`src/rtl/spi_master_multi_if.sv`:
```
// Bus bundle for spi_master_multi: request/config inputs, status outputs and SPI pins.
// The master modport is the controller's view and the slave modport is the front end's view.
interface spi_master_multi_if #(
    parameter int DATA_W = 8,
    parameter int NUM_SS = 12,
    parameter int SEL_W  = 4,
    parameter int DIV_W  = 16
) ();
    logic              start;
    logic [DATA_W-1:0] tx_data;
    logic [SEL_W-1:0]  ss_sel;
    logic              cpol;
    logic              cpha;
    logic [DIV_W-1:0]  div;
    logic              hold_ss;
    logic              busy;
    logic              done;
    logic [DATA_W-1:0] rx_data;
    logic              sclk;
    logic              mosi;
    logic              miso;
    logic [NUM_SS-1:0] ss_n;

    modport master (
        input  start, tx_data, ss_sel, cpol, cpha, div, hold_ss, miso,
        output busy, done, rx_data, sclk, mosi, ss_n
    );

    modport slave (
        output start, tx_data, ss_sel, cpol, cpha, div, hold_ss, miso,
        input  busy, done, rx_data, sclk, mosi, ss_n
    );
endinterface

```
`src/rtl/spi_master_multi.sv`:
```
// Parametrised SPI master: one MSB-first word per start, all CPOL/CPHA modes,
// runtime half-period divider and optional slave-select hold across words.
module spi_master_multi #(
    parameter int DATA_W = 8,
    parameter int NUM_SS = 12,
    parameter int SEL_W  = 4,
    parameter int DIV_W  = 16
) (
    input  logic               clk_clk,
    input  logic               reset_reset,
    spi_master_multi_if.master bus
);
    localparam int HC_W = $clog2(2 * DATA_W);

    typedef enum logic [1:0] {IDLE, SETUP, XFER, HOLD} state_t;

    function automatic logic [NUM_SS-1:0] ss_decode(input logic [SEL_W-1:0] sel);
        logic [NUM_SS-1:0] v;
        for (int i = 0; i < NUM_SS; i++) begin
            v[i] = (sel != SEL_W'(i));
        end
        return v;
    endfunction

    state_t            state_q, state_d;
    logic [DIV_W-1:0]  cnt_q, cnt_d, div_q, div_d;
    logic [HC_W-1:0]   hcnt_q, hcnt_d;
    logic [DATA_W-1:0] tx_sh_q, tx_sh_d, rx_sh_q, rx_sh_d, rx_data_q, rx_data_d;
    logic [NUM_SS-1:0] ss_n_q, ss_n_d;
    logic              cpol_q, cpol_d, cpha_q, cpha_d, hold_q, hold_d;
    logic              sclk_q, sclk_d, mosi_q, mosi_d, busy_q, busy_d, done_q, done_d;
    logic              tick_s, edge_s, lead_s;

    // State register and all datapath/output flops.
    always_ff @(posedge clk_clk or posedge reset_reset) begin
        if (reset_reset) begin
            state_q   <= IDLE;
            cnt_q     <= '0;
            div_q     <= '0;
            hcnt_q    <= '0;
            tx_sh_q   <= '0;
            rx_sh_q   <= '0;
            rx_data_q <= '0;
            ss_n_q    <= '1;
            cpol_q    <= 1'b0;
            cpha_q    <= 1'b0;
            hold_q    <= 1'b0;
            sclk_q    <= 1'b0;
            mosi_q    <= 1'b0;
            busy_q    <= 1'b0;
            done_q    <= 1'b0;
        end else begin
            state_q   <= state_d;
            cnt_q     <= cnt_d;
            div_q     <= div_d;
            hcnt_q    <= hcnt_d;
            tx_sh_q   <= tx_sh_d;
            rx_sh_q   <= rx_sh_d;
            rx_data_q <= rx_data_d;
            ss_n_q    <= ss_n_d;
            cpol_q    <= cpol_d;
            cpha_q    <= cpha_d;
            hold_q    <= hold_d;
            sclk_q    <= sclk_d;
            mosi_q    <= mosi_d;
            busy_q    <= busy_d;
            done_q    <= done_d;
        end
    end

    // Next-state, divider, SCLK edge generation and shift/sample datapath.
    always_comb begin
        state_d   = state_q;
        div_d     = div_q;
        hcnt_d    = hcnt_q;
        tx_sh_d   = tx_sh_q;
        rx_sh_d   = rx_sh_q;
        rx_data_d = rx_data_q;
        ss_n_d    = ss_n_q;
        cpol_d    = cpol_q;
        cpha_d    = cpha_q;
        hold_d    = hold_q;
        sclk_d    = sclk_q;
        mosi_d    = mosi_q;
        busy_d    = busy_q;
        done_d    = 1'b0;
        edge_s    = 1'b0;
        lead_s    = 1'b0;
        // Equality compare against the latched divider means div=all 1s cannot wrap.
        tick_s    = (cnt_q == div_q);
        cnt_d     = tick_s ? '0 : cnt_q + DIV_W'(1);

        case (state_q)
            IDLE: begin
                cnt_d  = '0;
                sclk_d = cpol_q;
                if (bus.start) begin
                    state_d = SETUP;
                    busy_d  = 1'b1;
                    div_d   = bus.div;
                    cpol_d  = bus.cpol;
                    cpha_d  = bus.cpha;
                    hold_d  = bus.hold_ss;
                    sclk_d  = bus.cpol;
                    rx_sh_d = '0;
                    ss_n_d  = ss_decode(bus.ss_sel);
                    // Leading-edge sampling needs the MSB on the wire before the first edge.
                    if (!bus.cpha) begin
                        mosi_d  = bus.tx_data[DATA_W-1];
                        tx_sh_d = bus.tx_data << 1;
                    end else begin
                        tx_sh_d = bus.tx_data;
                    end
                end else begin
                    state_d = IDLE;
                end
            end
            SETUP: begin
                if (tick_s) begin
                    state_d = XFER;
                    hcnt_d  = '0;
                    sclk_d  = ~sclk_q;
                    edge_s  = 1'b1;
                    lead_s  = 1'b1;
                end else begin
                    state_d = SETUP;
                end
            end
            XFER: begin
                // The last half ends without a toggle: SCLK is already back at CPOL.
                if (tick_s && (hcnt_q == HC_W'(2 * DATA_W - 1))) begin
                    state_d = HOLD;
                end else if (tick_s) begin
                    hcnt_d  = hcnt_q + HC_W'(1);
                    sclk_d  = ~sclk_q;
                    edge_s  = 1'b1;
                    lead_s  = hcnt_q[0];
                end else begin
                    state_d = XFER;
                end
            end
            HOLD: begin
                if (tick_s) begin
                    state_d   = IDLE;
                    busy_d    = 1'b0;
                    done_d    = 1'b1;
                    rx_data_d = rx_sh_q;
                    ss_n_d    = hold_q ? ss_n_q : '1;
                end else begin
                    state_d = HOLD;
                end
            end
            default: begin
                state_d = IDLE;
            end
        endcase

        // Sampling edge is leading for cpha=0 and trailing for cpha=1; the other one shifts.
        if (edge_s && (lead_s ^ cpha_q)) begin
            rx_sh_d = {rx_sh_q[DATA_W-2:0], bus.miso};
        end else if (edge_s) begin
            mosi_d  = tx_sh_q[DATA_W-1];
            tx_sh_d = tx_sh_q << 1;
        end else begin
            rx_sh_d = rx_sh_d;
        end
    end

    assign bus.busy    = busy_q;
    assign bus.done    = done_q;
    assign bus.rx_data = rx_data_q;
    assign bus.sclk    = sclk_q;
    assign bus.mosi    = mosi_q;
    assign bus.ss_n    = ss_n_q;
endmodule
```
`src/flat_wrapper.sv`:
```
// flat-port wrapper written by rule: the top's interface ports become plain ports
module spi_master_multi_flat 
#(
    parameter int DATA_W = 8,
    parameter int NUM_SS = 12,
    parameter int SEL_W  = 4,
    parameter int DIV_W  = 16
)
  (clk_clk, reset_reset, bus_start, bus_tx_data, bus_ss_sel, bus_cpol, bus_cpha, bus_div, bus_hold_ss, bus_miso, bus_busy, bus_done, bus_rx_data, bus_sclk, bus_mosi, bus_ss_n);
  spi_master_multi_if #(.DATA_W(DATA_W), .NUM_SS(NUM_SS), .SEL_W(SEL_W), .DIV_W(DIV_W)) bus_i ();
  input  logic clk_clk;
  input  logic reset_reset;
  input wire logic [$bits(bus_i.start)-1:0] bus_start;
  input wire logic [$bits(bus_i.tx_data)-1:0] bus_tx_data;
  input wire logic [$bits(bus_i.ss_sel)-1:0] bus_ss_sel;
  input wire logic [$bits(bus_i.cpol)-1:0] bus_cpol;
  input wire logic [$bits(bus_i.cpha)-1:0] bus_cpha;
  input wire logic [$bits(bus_i.div)-1:0] bus_div;
  input wire logic [$bits(bus_i.hold_ss)-1:0] bus_hold_ss;
  input wire logic [$bits(bus_i.miso)-1:0] bus_miso;
  output wire logic [$bits(bus_i.busy)-1:0] bus_busy;
  output wire logic [$bits(bus_i.done)-1:0] bus_done;
  output wire logic [$bits(bus_i.rx_data)-1:0] bus_rx_data;
  output wire logic [$bits(bus_i.sclk)-1:0] bus_sclk;
  output wire logic [$bits(bus_i.mosi)-1:0] bus_mosi;
  output wire logic [$bits(bus_i.ss_n)-1:0] bus_ss_n;
  assign bus_i.start = bus_start;
  assign bus_i.tx_data = bus_tx_data;
  assign bus_i.ss_sel = bus_ss_sel;
  assign bus_i.cpol = bus_cpol;
  assign bus_i.cpha = bus_cpha;
  assign bus_i.div = bus_div;
  assign bus_i.hold_ss = bus_hold_ss;
  assign bus_i.miso = bus_miso;
  assign bus_busy = bus_i.busy;
  assign bus_done = bus_i.done;
  assign bus_rx_data = bus_i.rx_data;
  assign bus_sclk = bus_i.sclk;
  assign bus_mosi = bus_i.mosi;
  assign bus_ss_n = bus_i.ss_n;
  spi_master_multi #(.DATA_W(DATA_W), .NUM_SS(NUM_SS), .SEL_W(SEL_W), .DIV_W(DIV_W)) u_core (.clk_clk(clk_clk), .reset_reset(reset_reset), .bus(bus_i));
endmodule
```
`config.mk`:
```
export PLATFORM = sky130hd
export DESIGN_NAME = spi_master_multi_flat
export DESIGN_NICKNAME = d
export VERILOG_FILES = /design/src/rtl/spi_master_multi_if.sv /design/src/rtl/spi_master_multi.sv /design/src/flat_wrapper.sv
export SDC_FILE = /design/constraint.sdc
export NUM_CORES = 1
export LEC_CHECK = 0
export BUFFER_PORTS_ARGS = -buffer_cell sky130_fd_sc_hd__buf_2
export CORE_ASPECT_RATIO = 1.25
export CORE_MARGIN = 2
export CORE_UTILIZATION = 44
export DETAILED_ROUTE_END_ITERATION = 7
export MAX_ROUTING_LAYER = met4
export PLACE_DENSITY = 0.67
export SYNTH_ARGS = -nofsm -noshare
export SYNTH_HDL_FRONTEND = slang
export SYNTH_SLANG_ARGS = --single-unit
export TNS_END_PERCENT = 5
```
`constraint.sdc`:
```
create_clock -name clk_clk -period 4.1 [get_ports clk_clk]
set_clock_uncertainty 0.2 [all_clocks]
set_input_delay 0.615 -clock clk_clk [delete_from_list [all_inputs] [get_ports clk_clk]]
set_output_delay 0.615 -clock clk_clk [all_outputs]
set_load 0.01 [all_outputs]
```
==> results.yml <==
setup_path:
  critical_path.top_delay_family: "compound AO/OA/AOI/OAI gates"
  reg2reg_depth: 5
  cp_slowest_stage_delay_ns: 0.95
  ff2ff_setup_slack_ns: 1.06
  r2r-start: "u_core.state_q[0]"
  cp_max_fo: 23
  critPathSlowestCell: "o21ai_0"
  crit_path_start: "u_core.state_q[0]"
  critPathCaptureType: "register"
  cp.buffers_inverters: 1
  cp_cell_sequence: "ha_1, inv_1, o21ai_0, o21ai_0, a31oi_1"
  worstSetupStartpointType: "register"
  required_ns: 4.15
  critPathArrivalTime_ns: 3.09
  r2r-end: "u_core.bus.ss_n[9]"
  cpMostUsedCell: "o21ai_0"
  critPathKind: "reg2reg"
clock_network:
  cts_sinks: 81
  clockBufferDepth: 2
  htreeDepth: 3
  cts_tree: "built"
  cts_inserted_buffers: 9
  hold_buffers: 0
  cts_root_buf: "clkbuf_16"
  post_cts_resized: 0
  cts_setup_buffers: 0
  clk_latency_ns: 0.33
  cts.clk_slew.worst_paths_ns: 0.05
place:
  post-dp-hpwl_um: 5746
  portBuffers: 58
  dpl-instance-area_um2: 4429
  gp_congestion: 0.7578
  dp_slack_ns: 1.086
route:
  drt_first_pass_iters: 6
  avgViaCountPerCell: 5.202
  top_layer_used: "met4"
  route.met3.wl_um: 341
  ant_nets: 0
  num_vias: 2929
  detail_route.wl_per_cell_um: 14.18
  drt_iter0_markers: 148
  drt_wl_total_um: 7982
  wl_met1_um: 3498
  wl_met2_um: 4011
  drcViolationCount: 0
die:
  die-area_um2: 9984
  rows: 39
  die_w_um: 89.78
  core_um2: 9027
  die_y_um: 111.2
  initial_utilization_pct: 44.82
  pin_count: 59
power_and_ir_drop:
  vdd_drop_max_mv: 0.3876
  powerDensity_nw_per_um2: 511.1
  p_leak_uw: 0.002176
  p_total_uw: 2392
synthesis:
  ys_ff_latch: 81
  ys_warn_count: 0
  synth_flop_cell: "dfrtp_1"
  synth.net_count: 424
  seq_area_frac_synth_pct: 50.46
  synth_top_cell_area_share_pct: 42.67
  synth_area_leader_cell: "dfrtp_1"
  synth_edf_count: 0
  synth_area_leaders: "dfrtp_1 (43%), mux2_2 (8.3%), dfstp_2 (7.8%)"
  synthCells: 383
  async_flop_share_pct: 100.0
  avgSynthCellArea_um2: 10.56
  synth_area_um2: 4046
  yosysUniqueCellTypes: 48
cells_and_area:
  syn_to_final_growth_pct: 15.68
  post-route-util_pct: 51.85
  final_cell_mix: "dfrtp_1 (69), buf_2 (58), o21ai_0 (36)"
  fin_area_um2: 4681
  antenna_cells: 0
  fin_nets: 479
  mostFrequentLayoutCell: "dfrtp_1"
  drive_gt1_share_pct: 27.73
sta:
  finalSetupViolCount: 0
  fmax_ghz: 0.3290
  period_needed_ns: 3.039
  setup_ws_ns: 1.061
  final-hold-violation-count: 0
  fin_setup_tns_ns: 0
  relSlewSlack_pct: 24.92
  maxSlewViolCount: 0
  grt_setup_unrepaired: "no"
  worst_slew_pin_slew_ns: 1.114
  period_share_pct: 74.13
min_path:
  hold_class: "in2async"
grt:
  antenna_found_initial: 0
  grt_pass1_wl_um: 13810
  grt_max_degree: 53
  grt_usage_pct: 17.70
  first_global_vias: 2956
  grt-ovfl-total: 0
outcome:
  status: "finished clean"
job:
  maxCapViolations: 0
-- final cells by class --
| type | instances | area, um2 |
|---|---|---|
| Multi-Input combinational cell | 257 | 1818 |
| Timing Repair Buffer | 60 | 305.3 |
| Tap cell | 123 | 153.9 |
| Inverter | 29 | 110.1 |
| Clock buffer | 12 | 246.5 |
| Sequential cell | 81 | 2042 |
| Clock inverter | 1 | 5.005 |
| Fill cell | 833 | 4347 |
-- how the worst max path moves through the flow --
stage	end	cells past startpoint
floorplan	u_core.bus.busy	1
global placement	u_core.bus.ss_n[3]	5
detailed placement	u_core.bus.ss_n[9]	5
CTS	u_core.bus.ss_n[9]	5
global route	u_core.bus.ss_n[7]	5
finish	u_core.bus.ss_n[9]	5
-- per-layer routing --
metal / vias to the layer above / global-route usage, %
met5: - / -
met4: 0 / 5.846
met3: 11 / 4.895
met2: 54 / 29.39
met1: 1425 / 20.96
li1: 1439 / -
-- power by group --
part	leakage, uW	switching, uW	internal (uW)
combinational	0.00107	300	282
clock	0.000124	280	415
sequential	0.000986	125	990
total	0.00218	705	1690
-- Yosys cell counts, types with 5 or more instances --
cell,instances
xor2_1,21
clkbuf_1,10
xnor2_1,9
nor2_1,24
mux2i_1,19
dfrtp_1,69
o21ai_0,36
a31oi_1,13
inv_1,29
ha_1,6
nand2_1,31
nor4_1,5
dfstp_2,12
nand3_1,11
nand4_1,7
mux2_2,30
-- registers in the layout, summed over array words and instances (netlist names) --
register and flops:
u_core.cnt_q 16, u_core.div_q 16, u_core.bus.ss_n 12, u_core.bus.rx_data 8, u_core.rx_sh_q 8, u_core.tx_sh_q 8
u_core.hcnt_q 4, u_core.state_q 2, u_core.bus.busy 1, u_core.bus.done 1, u_core.bus.mosi 1, u_core.bus.sclk 1
u_core.cpha_q 1, u_core.cpol_q 1, u_core.hold_q 1
-- logic make-up after synthesis --
logic type / synth area share, %
compound gates: 10.42
mux: 13.05
buf+inv: 4.607
xor+xnor: 6.494
flops: 50.46
fa+ha+maj: 1.855
simple gates: 13.11
-- metrics by stage --
stage,hold slack (ns),cells
floorplan,0.2647,383
global placement,0.2610,550
detailed placement,0.2708,550
CTS,0.2610,563
global route,0.2968,563
finish,0.2305,563
Note: power is estimated with default switching activity, not from simulation.
